## config.mk

```make
export PLATFORM = sky130hd
export DESIGN_NAME = traffic_timer_flat
export DESIGN_NICKNAME = d
export VERILOG_FILES = /design/src/rtl/traffic_timer_if.sv /design/src/rtl/traffic_timer.sv /design/src/flat_wrapper.sv
export SDC_FILE = /design/constraint.sdc
export NUM_CORES = 1
export LEC_CHECK = 0
export CORE_MARGIN = 10
export CORE_UTILIZATION = 45
export CTS_CLUSTER_DIAMETER = 150
export DETAILED_ROUTE_END_ITERATION = 10
export HOLD_SLACK_MARGIN = 0.1
export PLACE_DENSITY_LB_ADDON = 0.08
export SKIP_CTS_REPAIR_TIMING = 1
export SYNTH_ARGS = -nofsm -noshare
export SYNTH_HDL_FRONTEND = slang
export SYNTH_SLANG_ARGS = --single-unit
```

## constraint.sdc

```tcl
create_clock -name clk -period 4.2 [get_ports clk]
set_clock_uncertainty 0.05 [all_clocks]
set_input_delay 1.05 -clock clk [delete_from_list [all_inputs] [get_ports clk]]
set_output_delay 1.05 -clock clk [all_outputs]
set_load 0.01 [all_outputs]
```

## src/rtl/traffic_timer_if.sv

```systemverilog
// rtl/traffic_timer_if.sv - traffic_timer night request and lamp/display bundle
interface traffic_timer_if;
    logic       night;
    logic [4:0] count;
    logic       LR1;
    logic       eLED01;
    logic       eLED23;
    logic       red1;
    logic       yel1;
    logic       grn1;
    logic       red2;
    logic       yel2;
    logic       grn2;
    logic       tick;

    modport master (
        output night,
        input  count, LR1, eLED01, eLED23,
        input  red1, yel1, grn1, red2, yel2, grn2, tick
    );

    modport slave (
        input  night,
        output count, LR1, eLED01, eLED23,
        output red1, yel1, grn1, red2, yel2, grn2, tick
    );
endinterface

```

## src/rtl/traffic_timer.sv

```systemverilog
// rtl/traffic_timer.sv - two-way traffic light timer with 1 s prescaler and night flash mode
module traffic_timer #(
    parameter int TICK_DIV = 50000000,
    parameter int RED_TIME = 29
) (
    input  logic          clk,
    input  logic          rst,
    traffic_timer_if.slave tif
);

    localparam int             PW      = $clog2(TICK_DIV);
    localparam logic [PW-1:0]  PRE_MAX = PW'(TICK_DIV - 1);
    localparam logic [4:0]     RELOAD  = 5'(RED_TIME);
    localparam logic [4:0]     YEL_AT  = 5'd5;

    typedef enum logic {RUN, NIGHT} state_t;

    logic [PW-1:0] pre;
    logic          tick;
    state_t        state, state_n;
    logic [4:0]    cnt, cnt_n;
    logic          lr1, lr1_n;
    logic          blink, blink_n;

    always_ff @(posedge clk or posedge rst) begin
        if (rst) begin
            pre <= '0;
        end else if (pre == PRE_MAX) begin
            pre <= '0;
        end else begin
            pre <= pre + 1'b1;
        end
    end

    assign tick = (pre == PRE_MAX);

    always_ff @(posedge clk or posedge rst) begin
        if (rst) begin
            state <= RUN;
            cnt   <= RELOAD;
            lr1   <= 1'b1;
            blink <= 1'b0;
        end else if (tick) begin
            state <= state_n;
            cnt   <= cnt_n;
            lr1   <= lr1_n;
            blink <= blink_n;
        end
    end

    // night is only consumed here, and this result is only latched on tick edges
    always_comb begin
        state_n = state;
        cnt_n   = cnt;
        lr1_n   = lr1;
        blink_n = blink;
        case (state)
            RUN: begin
                if (tif.night) begin
                    state_n = NIGHT;
                    cnt_n   = RELOAD;
                    lr1_n   = 1'b1;
                    blink_n = 1'b1;
                end else if (cnt == '0) begin
                    cnt_n = RELOAD;
                    lr1_n = ~lr1;
                end else begin
                    cnt_n = cnt - 1'b1;
                end
            end
            NIGHT: begin
                if (tif.night) begin
                    blink_n = ~blink;
                end else begin
                    state_n = RUN;
                    cnt_n   = RELOAD;
                    lr1_n   = 1'b1;
                    blink_n = 1'b0;
                end
            end
            default: state_n = RUN;
        endcase
    end

    logic nr_grn, nr_yel, nr_en;
    logic e01, e23, r1, y1, g1, r2, y2, g2;

    always_comb begin
        // the running side shows count-5, so its digits blank below 5
        nr_grn = (cnt > YEL_AT);
        nr_yel = ~nr_grn;
        nr_en  = (cnt >= YEL_AT);
        e01 = 1'b0; e23 = 1'b0;
        r1  = 1'b0; y1  = 1'b0; g1 = 1'b0;
        r2  = 1'b0; y2  = 1'b0; g2 = 1'b0;
        if (state == NIGHT) begin
            y1 = blink;
            y2 = blink;
        end else if (lr1) begin
            r1  = 1'b1;
            e01 = 1'b1;
            g2  = nr_grn;
            y2  = nr_yel;
            e23 = nr_en;
        end else begin
            r2  = 1'b1;
            e23 = 1'b1;
            g1  = nr_grn;
            y1  = nr_yel;
            e01 = nr_en;
        end
    end

    assign tif.count  = cnt;
    assign tif.LR1    = lr1;
    assign tif.tick   = tick;
    assign tif.eLED01 = e01;
    assign tif.eLED23 = e23;
    assign tif.red1   = r1;
    assign tif.yel1   = y1;
    assign tif.grn1   = g1;
    assign tif.red2   = r2;
    assign tif.yel2   = y2;
    assign tif.grn2   = g2;

endmodule

```

## src/flat_wrapper.sv

```systemverilog
// flat-port wrapper written by rule: the top's interface ports become plain ports
module traffic_timer_flat 
#(
    parameter int TICK_DIV = 50000000,
    parameter int RED_TIME = 29
)
  (clk, rst, tif_night, tif_count, tif_LR1, tif_eLED01, tif_eLED23, tif_red1, tif_yel1, tif_grn1, tif_red2, tif_yel2, tif_grn2, tif_tick);
  traffic_timer_if tif_i ();
  input  logic clk;
  input  logic rst;
  input wire logic [$bits(tif_i.night)-1:0] tif_night;
  output wire logic [$bits(tif_i.count)-1:0] tif_count;
  output wire logic [$bits(tif_i.LR1)-1:0] tif_LR1;
  output wire logic [$bits(tif_i.eLED01)-1:0] tif_eLED01;
  output wire logic [$bits(tif_i.eLED23)-1:0] tif_eLED23;
  output wire logic [$bits(tif_i.red1)-1:0] tif_red1;
  output wire logic [$bits(tif_i.yel1)-1:0] tif_yel1;
  output wire logic [$bits(tif_i.grn1)-1:0] tif_grn1;
  output wire logic [$bits(tif_i.red2)-1:0] tif_red2;
  output wire logic [$bits(tif_i.yel2)-1:0] tif_yel2;
  output wire logic [$bits(tif_i.grn2)-1:0] tif_grn2;
  output wire logic [$bits(tif_i.tick)-1:0] tif_tick;
  assign tif_i.night = tif_night;
  assign tif_count = tif_i.count;
  assign tif_LR1 = tif_i.LR1;
  assign tif_eLED01 = tif_i.eLED01;
  assign tif_eLED23 = tif_i.eLED23;
  assign tif_red1 = tif_i.red1;
  assign tif_yel1 = tif_i.yel1;
  assign tif_grn1 = tif_i.grn1;
  assign tif_red2 = tif_i.red2;
  assign tif_yel2 = tif_i.yel2;
  assign tif_grn2 = tif_i.grn2;
  assign tif_tick = tif_i.tick;
  traffic_timer #(.TICK_DIV(TICK_DIV), .RED_TIME(RED_TIME)) u_core (.clk(clk), .rst(rst), .tif(tif_i));
endmodule
```

## Yosys cells after proc, flatten, opt, wreduce, memory -nomap -nowiden

Index checks and enable logic that the tools add are counted.

- Output and inout port bits: 15
- Word-level logic and storage cells: 50
- Input port bits: 3
- Register bits: 34

- Reduce and logical (&&, ||, !) cells: 4
- Mux-type cells: 29
- $lt $le $gt $ge: 2
- Bitwise logic cells: 4
- Equal/unequal tests: 4
- $add $sub $neg: 2

Operator list:

| operator | number |
|---|---|
| 26-bit by 1-bit adder with 26-bit output, second input constant | 1 |
| 26-bit equality test, second input constant | 1 |
| 26-bit two-way mux | 1 |
| 1-bit two-way mux | 22 |
| 5-bit two-way mux | 3 |
| 5-bit case mux with 2 select lines | 1 |
| 5-bit by 3-bit greater-or-equal comparator with 1-bit output, second input constant | 1 |
| 5-bit by 3-bit greater-than comparator with 1-bit output, second input constant | 1 |
| 5-bit logical NOT | 1 |
| 5-bit by 1-bit subtractor with 5-bit output, second input constant | 1 |
| 2-bit inequality test, second input constant | 2 |
| 1-bit NOT | 4 |
| 1-bit case mux with 2 select lines | 2 |
| 2-bit AND reduction | 2 |
| 3-bit by 2-bit inequality test with 1-bit output, second input constant | 1 |
| 3-bit AND reduction | 1 |

## Logic depth before layout (Yosys ltp)

Gate-level depths: netlist of run 1.

- Depth after elaboration: 4
- Gate-level depth with buffers: 6
- Depth with buffers taken out: 6

## Least setup slack after synthesis of run 1

No wires, ideal clock.

- Path type: reg-to-output
- From: register u_core.pre[9]
- To: output tif_tick
- Slack: 1.402 ns
- Path buffers: 1
- Arrival time: 1.698 ns
- Required time: 3.100 ns
- Stages on the path, launching flop included: 5
- Path through: dfrtp_1 -> nor4b_2 -> nand4_1 -> nor3_2 -> buf_2

- Longest elaborated chain between the ends: 1

RTL lines:

| item | line | source |
|---|---|---|
| start: declaration | traffic_timer.sv:18 | `logic [PW-1:0] pre;` |
| start signal: assignment | traffic_timer.sv:31 | `pre <= pre + 1'b1;` |
| 26-bit equality test | traffic_timer.sv:35 | `assign tick = (pre == PRE_MAX);` |
| end: declaration | flat_wrapper.sv:22 | `output wire logic [$bits(tif_i.tick)-1:0] tif_tick;` |

No other way between the ends.

## Worst setup path in the final report of run 1

Same ends and word-level chain as after synthesis.

==> impl_summary.txt, run 1 <==
----------------------------------------------------
[Global routing]
  Number of antenna violations at the first check in global routing ... 0
  Global-route usage over all layers ... 0.126
  Number of global-route vias before repair ... 1,561
  Overflow left after global routing ... 0
  Pin count of the biggest net entering global routing ... 35
  Wire length of the first global-routing pass ... ~7700 um

[Place]
  Placed instance area ... 0.00211 sq mm
  Placer congestion estimate ... 0.774
  Buffers on Ports ... 17
  HPWL Detailed ... between 3000 and 4000 um

[Timing]
  RSZ-0062 raised after global routing ... false
  Setup TNS after final layout ... 0 ns
  Slew at the pin closest to its max-slew limit ... around 0.67 ns
  Crit share post-route ... 0.820
  Slew HR ... 0.540
  Count of final setup violators ... 0
  Post-layout min period ... 3.44 ns
  Highest achievable clock rate ... 291 MHz
  Final Hold Vio Count ... 0
  Slew Limit Fails ... 0

[Clocking]
  Num Clock Sinks ... 34
  Clock slew seen by the registers of the worst setup and hold paths ... 0.07 ns
  Clock Tree Buf Depth ... 2
  Number of buffers added by the clock tree synthesis step ... 5
  Clock Root Buffer ... sky130_fd_sc_hd__clkbuf_8
  Total number of H-tree levels ... 2
  Clock latency on the worst-skew pair ... 0.28 ns
  Clock tree from TritonCTS ... built

[Detailed routing]
  Via-per-instance ratio ... 6.04
  Sum of met2 wire segment lengths after detailed routing ... a little under 2000 um
  Met3 wire length ... 261 um
  Antenna-violating nets left ... 0
  Routed length on met1 ... 2060 um
  Number of remaining DRC errors ... 0
  Total length of routed wires ... 4350 um
  WL/cell ... 16.5 um
  Initial DRT Pass Iterations ... 4
  Vias after detailed routing ... 1,594
  Highest routed metal layer ... met4
  Detailed router's first-iteration violation count ... 145

[Final layout]
  Final cell area excluding filler cells ... 0.00220 sq mm
  Number of fillers in the final layout ... 366
  Share of post-route cells with drive strength above 1 ... 0.117
  ANT cells ... 0
  Area grow syn2layout ... 16.5%
  NumNets Final ... around 220

[Synthesis]
  Cell count after synthesis ... 194
  Total of warnings raised by yosys ... 0
  Mapped Nets ... 200
  Fraction of post-synthesis cell area in the top cell type by area ... 0.384
  Post-synthesis instance area ... roughly 0.0019 sq mm
  Cell type contributing the most total cell area after synthesis ... sky130_fd_sc_hd__dfrtp_1
  Async set or reset register ratio after synthesis ... 1.00
  Seq/Total Area, Yosys ... 0.454
  Leading post-synthesis cells by cell area ... sky130_fd_sc_hd__dfrtp_1 38%, sky130_fd_sc_hd__dfstp_2 7.0%, sky130_fd_sc_hd__xor2_1 4.2%, sky130_fd_sc_hd__nand4_1 3.3%, sky130_fd_sc_hd__nand3_1 3.2%
  Mean post-synth cell area ... a little under 10 sq um
  Count of flip-flops with a built-in enable after synthesis ... 0
  Most used flip-flop cell after synthesis ... sky130_fd_sc_hd__dfrtp_1
  Number of storage elements in the synthesis netlist ... 34
  Number of distinct standard cells referenced by the synthesized netlist ... 44

[Floorplanning]
  Die footprint ... ~0.0072 sq mm
  Number of placed I/O pins ... 18
  Initial core utilization ... 0.469
  Core Footprint ... 0.00403 sq mm
  Number of cell rows ... 23
  Overall die height ... 84.8 um
  Die X-Extent ... 84.8 um

[Power]
  Pwr dens ... 271 mW/mm^2
  Leakage power ... 0.868 nW
  VDD IR-drop max ... between 200 and 250 uV

[Hold path]
  Hold WC Path Type ... register to register
  Endpoint, Worst Hold ... u_core.blink$_DFFE_PP0P_
  Count of cells along the worst hold path ... 1
  Worst min-delay path startpoint ... u_core.blink$_DFFE_PP0P_

[Worst setup path]
  FF-to-FF Start ... u_core.pre[9]$_DFF_PP0_
  Critical path peak fanout ... 7
  Register-to-Register Setup Slack ... between 1.5 and 2 ns
  Number of cell instances on the worst register-to-register path ... 5
  Category of the worst setup path capture point ... output pin
  Nature of the critical path startpoint ... register
  FF-to-FF End ... u_core.state$_DFFE_PP0N_
  Required time of the critical path ... 3.10 ns
  Arrival time reported for the critical path endpoint ... 2.34 ns
  Critical Setup Path Class ... register to output pin

[Status]
  Outcome ... finished, final reports clean

[Job]
  Max capacitance violation total ... 0

----------------------------------------------------
## flip-flops by register name, indices dropped and copies added (netlist names)
signal	count
u_core.pre	26
u_core.tif.count	5
u_core.state	1
u_core.blink	1
u_core.tif.LR1	1
## metrics by stage
| stage | utilization | setup slack [ns] | std cells | power (W) | hold slack, ns |
|---|---|---|---|---|---|
| finish | 0.546 | 0.758 | 264 | 0.000596 | 0.450 |
| global route | 0.546 | 0.533 | 264 | 0.000626 | 0.503 |
| CTS | 0.546 | 0.741 | 264 | 0.000602 | 0.448 |
| detailed placement | 0.523 | 1.07 | 256 | 0.000351 | 0.440 |
| global placement | 0.523 | 1.13 | 256 | 0.000351 | 0.435 |
| floorplan | - | 1.40 | 194 | 0.000344 | 0.409 |
## layout make-up
cell class	instances	area, sq um	area share
sequential	34	857	0.389
tap	50	62.6	0.0284
multi-input combinational	144	967	0.439
inverter	9	33.8	0.0153
clock inverter	2	12.5	0.00569
timing repair buffer	19	185	0.0841
clock buffer	6	82.6	0.0375
## critical path, stage by stage, from the launching register on
cell and delay, ns:
sky130_fd_sc_hd__dfrtp_1 0.47, sky130_fd_sc_hd__nor4b_2 0.32, sky130_fd_sc_hd__nand4_1 0.34, sky130_fd_sc_hd__nor3_2 0.34, sky130_fd_sc_hd__clkdlybuf4s50_1 0.59
## cells in the mapped netlist, types with 3 or more instances
| cell | number |
|---|---|
| sky130_fd_sc_hd__a21oi_1 | 9 |
| sky130_fd_sc_hd__a31oi_1 | 4 |
| sky130_fd_sc_hd__and3_1 | 4 |
| sky130_fd_sc_hd__and4_1 | 3 |
| sky130_fd_sc_hd__buf_2 | 4 |
| sky130_fd_sc_hd__clkbuf_1 | 3 |
| sky130_fd_sc_hd__dfrtp_1 | 29 |
| sky130_fd_sc_hd__dfstp_2 | 5 |
| sky130_fd_sc_hd__ha_1 | 3 |
| sky130_fd_sc_hd__inv_1 | 9 |
| sky130_fd_sc_hd__nand2_1 | 9 |
| sky130_fd_sc_hd__nand3_1 | 12 |
| sky130_fd_sc_hd__nand4_1 | 10 |
| sky130_fd_sc_hd__nor2_1 | 16 |
| sky130_fd_sc_hd__nor3_1 | 9 |
| sky130_fd_sc_hd__nor4_1 | 3 |
| sky130_fd_sc_hd__o21ai_0 | 4 |
| sky130_fd_sc_hd__o31ai_1 | 8 |
| sky130_fd_sc_hd__or3_1 | 3 |
| sky130_fd_sc_hd__or4_1 | 6 |
| sky130_fd_sc_hd__xnor2_1 | 6 |
| sky130_fd_sc_hd__xor2_1 | 9 |
## power by group
part / total, W / leakage (nW) / internal (W) / switching, W
combinational: 0.0000152 / 0.378 / 0.00000490 / 0.0000103
sequential: 0.000329 / 0.443 / 0.000328 / 0.000000849
clock: 0.000251 / 0.0472 / 0.000132 / 0.000120
## placed cells by master, fill, tap and decap left out, types with 2 or more instances in the layout
cell                               n
sky130_fd_sc_hd__xnor2_1           6
sky130_fd_sc_hd__ha_1              3
sky130_fd_sc_hd__mux2_2            2
sky130_fd_sc_hd__xor2_1            9
sky130_fd_sc_hd__o21ai_0           4
sky130_fd_sc_hd__dfrtp_1          29
sky130_fd_sc_hd__o31ai_1           8
sky130_fd_sc_hd__clkdlybuf4s50_1  17
sky130_fd_sc_hd__inv_1             9
sky130_fd_sc_hd__nand2b_1          2
sky130_fd_sc_hd__or4_1             6
sky130_fd_sc_hd__nor4_1            3
sky130_fd_sc_hd__and3_1            4
sky130_fd_sc_hd__clkbuf_8          6
sky130_fd_sc_hd__nor2_1           16
sky130_fd_sc_hd__a21oi_1           9
sky130_fd_sc_hd__nor4b_2           2
sky130_fd_sc_hd__o32ai_1           2
sky130_fd_sc_hd__a31oi_1           4
sky130_fd_sc_hd__or3_1             3
sky130_fd_sc_hd__nand2_1           9
sky130_fd_sc_hd__nor3_1            9
sky130_fd_sc_hd__and4_1            3
sky130_fd_sc_hd__nand3_1          12
sky130_fd_sc_hd__nand4_1          10
sky130_fd_sc_hd__buf_4             2
sky130_fd_sc_hd__dfstp_2           5
## worst max-delay path by stage
stage / startpoint / slack [ns] / end / depth (start not counted)
finish: u_core.pre[9]$_DFF_PP0_ / 0.76 / tif_tick / 4
global route: u_core.pre[9]$_DFF_PP0_ / 0.53 / tif_tick / 4
CTS: u_core.pre[16]$_DFF_PP0_ / 0.74 / tif_tick / 4
detailed placement: u_core.pre[16]$_DFF_PP0_ / 1.07 / tif_tick / 4
global placement: u_core.pre[16]$_DFF_PP0_ / 1.13 / tif_tick / 4
floorplan: u_core.pre[9]$_DFF_PP0_ / 1.40 / tif_tick / 4
## kinds of logic (layout without fill, tap and decap cells)
| group | after synthesis | count (layout) | share of synthesized area |
|---|---|---|---|
| AOI/OAI and AO/OA | 36 | 36 | 0.133 |
| xor gates and xnor gates | 15 | 15 | 0.0695 |
| and+or+nand+nor | 87 | 87 | 0.272 |
| muxes | 3 | 3 | 0.0172 |
| DFF | 34 | 34 | 0.454 |
| adders and majority gates | 3 | 3 | 0.0199 |
| buffers and inverters | 16 | 36 | 0.0344 |
## metal layers
| metal | GRT usage | vias up |
|---|---|---|
| li1 | - | 772 |
| met1 | 0.164 | 777 |
| met2 | 0.195 | 39 |
| met3 | 0.0386 | 6 |
| met4 | 0.0329 | 0 |
| met5 | 0 | - |
Note: power is estimated with default switching activity, not from simulation.
==> run 2, diff against run 1 <==
==> constraint.sdc (replaced) <==
create_clock -name clk -period 3.13 [get_ports clk]
set_clock_uncertainty 0.05 [all_clocks]
set_input_delay 0.7825 -clock clk [delete_from_list [all_inputs] [get_ports clk]]
set_output_delay 0.7825 -clock clk [all_outputs]
set_load 0.01 [all_outputs]
==> impl_summary.txt, run 2 (synthesized netlist as in run 1, its figures left out) <==
----------------------------------------------------
[Status]
  Outcome ... finished, final reports clean

[Final layout]
  Most common library cell in the layout ignoring fill and taps ... sky130_fd_sc_hd__dfrtp_1
  Most frequent cells in the layout ... 28 x sky130_fd_sc_hd__dfrtp_1, 16 x sky130_fd_sc_hd__nor2_1, 15 x sky130_fd_sc_hd__clkdlybuf4s50_1, 12 x sky130_fd_sc_hd__nand3_1, 10 x sky130_fd_sc_hd__nand4_1
  ANT cells ... 0
  Register containing the most flip-flops in the final layout ... u_core.pre
  Number of flip-flops in the largest register ... 26
  Area grow syn2layout ... 18.3%
  Area used by sequential logic in the layout ... 858 sq um
  Number of fillers in the final layout ... ~350
  NumNets Final ... 222
  Share of post-route cells with drive strength above 1 ... 0.134
  Combined area of the multi-input logic cells ... a little under 0.001 sq mm

[Worst setup path]
  FF-to-FF Start ... u_core.pre[9]$_DFF_PP0_
  Required time of the critical path ... 2.30 ns
  Nature of the critical path startpoint ... register
  Critical path peak fanout ... 7
  Critical Setup Path Class ... register to output pin
  Category of the worst setup path capture point ... output pin
  Launching instance or port of the critical path ... u_core.pre[9]$_DFF_PP0_
  Arrival time reported for the critical path endpoint ... 2.13 ns

[Detailed routing]
  Antenna-violating nets left ... 0
  Vias after detailed routing ... around 1,600
  Detailed router's first-iteration violation count ... 126
  Via-per-instance ratio ... 6.01
  Initial DRT Pass Iterations ... 4
  WL/cell ... 16.9 um
  Total length of routed wires ... 4500 um
  Number of remaining DRC errors ... 0

[Floorplanning]
  Number of cell rows ... 23
  Core Footprint ... 0.00403 sq mm
  Initial core utilization ... 0.469
  Overall die height ... 84.8 um
  Number of placed I/O pins ... 18
  Die footprint ... 0.00719 sq mm
  Die X-Extent ... 84.8 um

[Timing]
  Highest achievable clock rate ... 338 MHz
  Setup TNS after final layout ... 0 ns
  Final Hold Vio Count ... 0
  Slew at the pin closest to its max-slew limit ... 0.625 ns
  Crit share post-route ... 0.945
  Post-layout min period ... 2.96 ns
  Slew Limit Fails ... 0
  Min setup slack post-route ... between 0.15 and 0.2 ns
  Count of final setup violators ... 0
  Slew HR ... 0.572
  RSZ-0062 raised after global routing ... false

[Clocking]
  Clock tree from TritonCTS ... built
  Clock Root Buffer ... sky130_fd_sc_hd__clkbuf_8
  Clock Tree Buf Depth ... 2
  Total number of H-tree levels ... 2
  Num Clock Sinks ... 34
  Clock latency on the worst-skew pair ... 0.28 ns
  Number of buffers added by the clock tree synthesis step ... 5
  Clock slew seen by the registers of the worst setup and hold paths ... 0.07 ns

[Global routing]
  Global-route usage over all layers ... 0.131
  Pin count of the biggest net entering global routing ... 35
  Number of antenna violations at the first check in global routing ... 0
  Wire length of the first global-routing pass ... 7970 um
  Overflow left after global routing ... 0
  Number of global-route vias before repair ... roughly 1,700

[Power]
  Pwr dens ... 350 mW/mm^2
  Total design power ... 0.000782 W
  Switching Share ... 0.227
  Clock power frac ... 0.409
  Leakage power ... 0.916 nW
  Fraction of power consumed by combinational cells ... 0.026
  Cell internal power dissipation ... ~0.00060 W
  Seq pwr share ... 0.565
  VDD IR-drop max ... roughly 180 uV
  Psw ... 0.000177 W

[Place]
  HPWL Detailed ... 3330 um
  Post-Place Worst Slack ... 0.341 ns
  Placer congestion estimate ... between 0.7 and 0.8
  Buffers on Ports ... 17

[Hold path]
  Worst min-delay path startpoint ... u_core.blink$_DFFE_PP0P_
  Hold WC Path Type ... register to register

[Job]
  Max capacitance violation total ... 0

----------------------------------------------------
==> run 2: cell count changes in the layout (fill, tap and decap cells not counted), sizes merged <==
cell,before,now
dlymetal6s2s,0,2
clkdlybuf4s50,17,15
buf,2,5
clkinvlp,1,0
clkinv,1,2
==> run 2: metal layers <==
metal	wire length [um]	GRT usage
met1	1950	0.156
met2	2290	0.219
met3	259	0.0406
met4	0	0.0374
met5	0	0
==> run 2: final timing paths <==
path / to / depth (start not counted) / slack (ns)
max in group asynchronous: u_core.tif.LR1$_DFFE_PP1P_ / 3 / 1.84
min: u_core.blink$_DFFE_PP0P_ / 1 / 0.45
max reg2reg: u_core.tif.count[1]$_DFFE_PP0P_ / 5 / 0.88
min in group asynchronous: u_core.pre[15]$_DFF_PP0_ / 3 / 0.84
max: tif_tick / 4 / 0.17
min reg2reg: u_core.blink$_DFFE_PP0P_ / 1 / 0.45
==> run 2: critical path, stage by stage, from the launching register on <==
cell and delay [ns]:
sky130_fd_sc_hd__dfrtp_1 0.48, sky130_fd_sc_hd__nor4b_4 0.35, sky130_fd_sc_hd__nand4_1 0.18, sky130_fd_sc_hd__nor3_2 0.25, sky130_fd_sc_hd__clkdlybuf4s50_1 0.59
==> run 2: power by group through the flow <==
stage | clock (W) | combinational [W] | sequential (W)
2_1_floorplan | 0 | 0.0000111 | 0.000450
5_1_grt | 0.000354 | 0.0000233 | 0.000442
3_5_place_dp | 0 | 0.0000213 | 0.000450
6_report | 0.000319 | 0.0000206 | 0.000442
4_1_cts | 0.000327 | 0.0000214 | 0.000442
3_3_place_gp | 0 | 0.0000208 | 0.000450
==> run 2: final cells by class <==
type / count / area share
multi-input combinational: 144 / 0.439
clock buffer: 6 / 0.0325
inverter: 9 / 0.0151
clock inverter: 2 / 0.00616
timing repair buffer: 22 / 0.0952
tap: 50 / 0.0280
sequential: 34 / 0.384
==> run 2: per-stage QoR <==
step / instance area [sq um] / instances / hold slack, ns / utilization
3_5_place_dp: 2130 / 259 / 0.447 / 0.528
6_report: 2230 / 267 / 0.451 / 0.555
2_1_floorplan: 1890 / 194 / 0.409 / -
5_1_grt: 2230 / 267 / 0.472 / 0.555
3_3_place_gp: 2130 / 259 / 0.441 / 0.528
4_1_cts: 2210 / 267 / 0.455 / 0.550
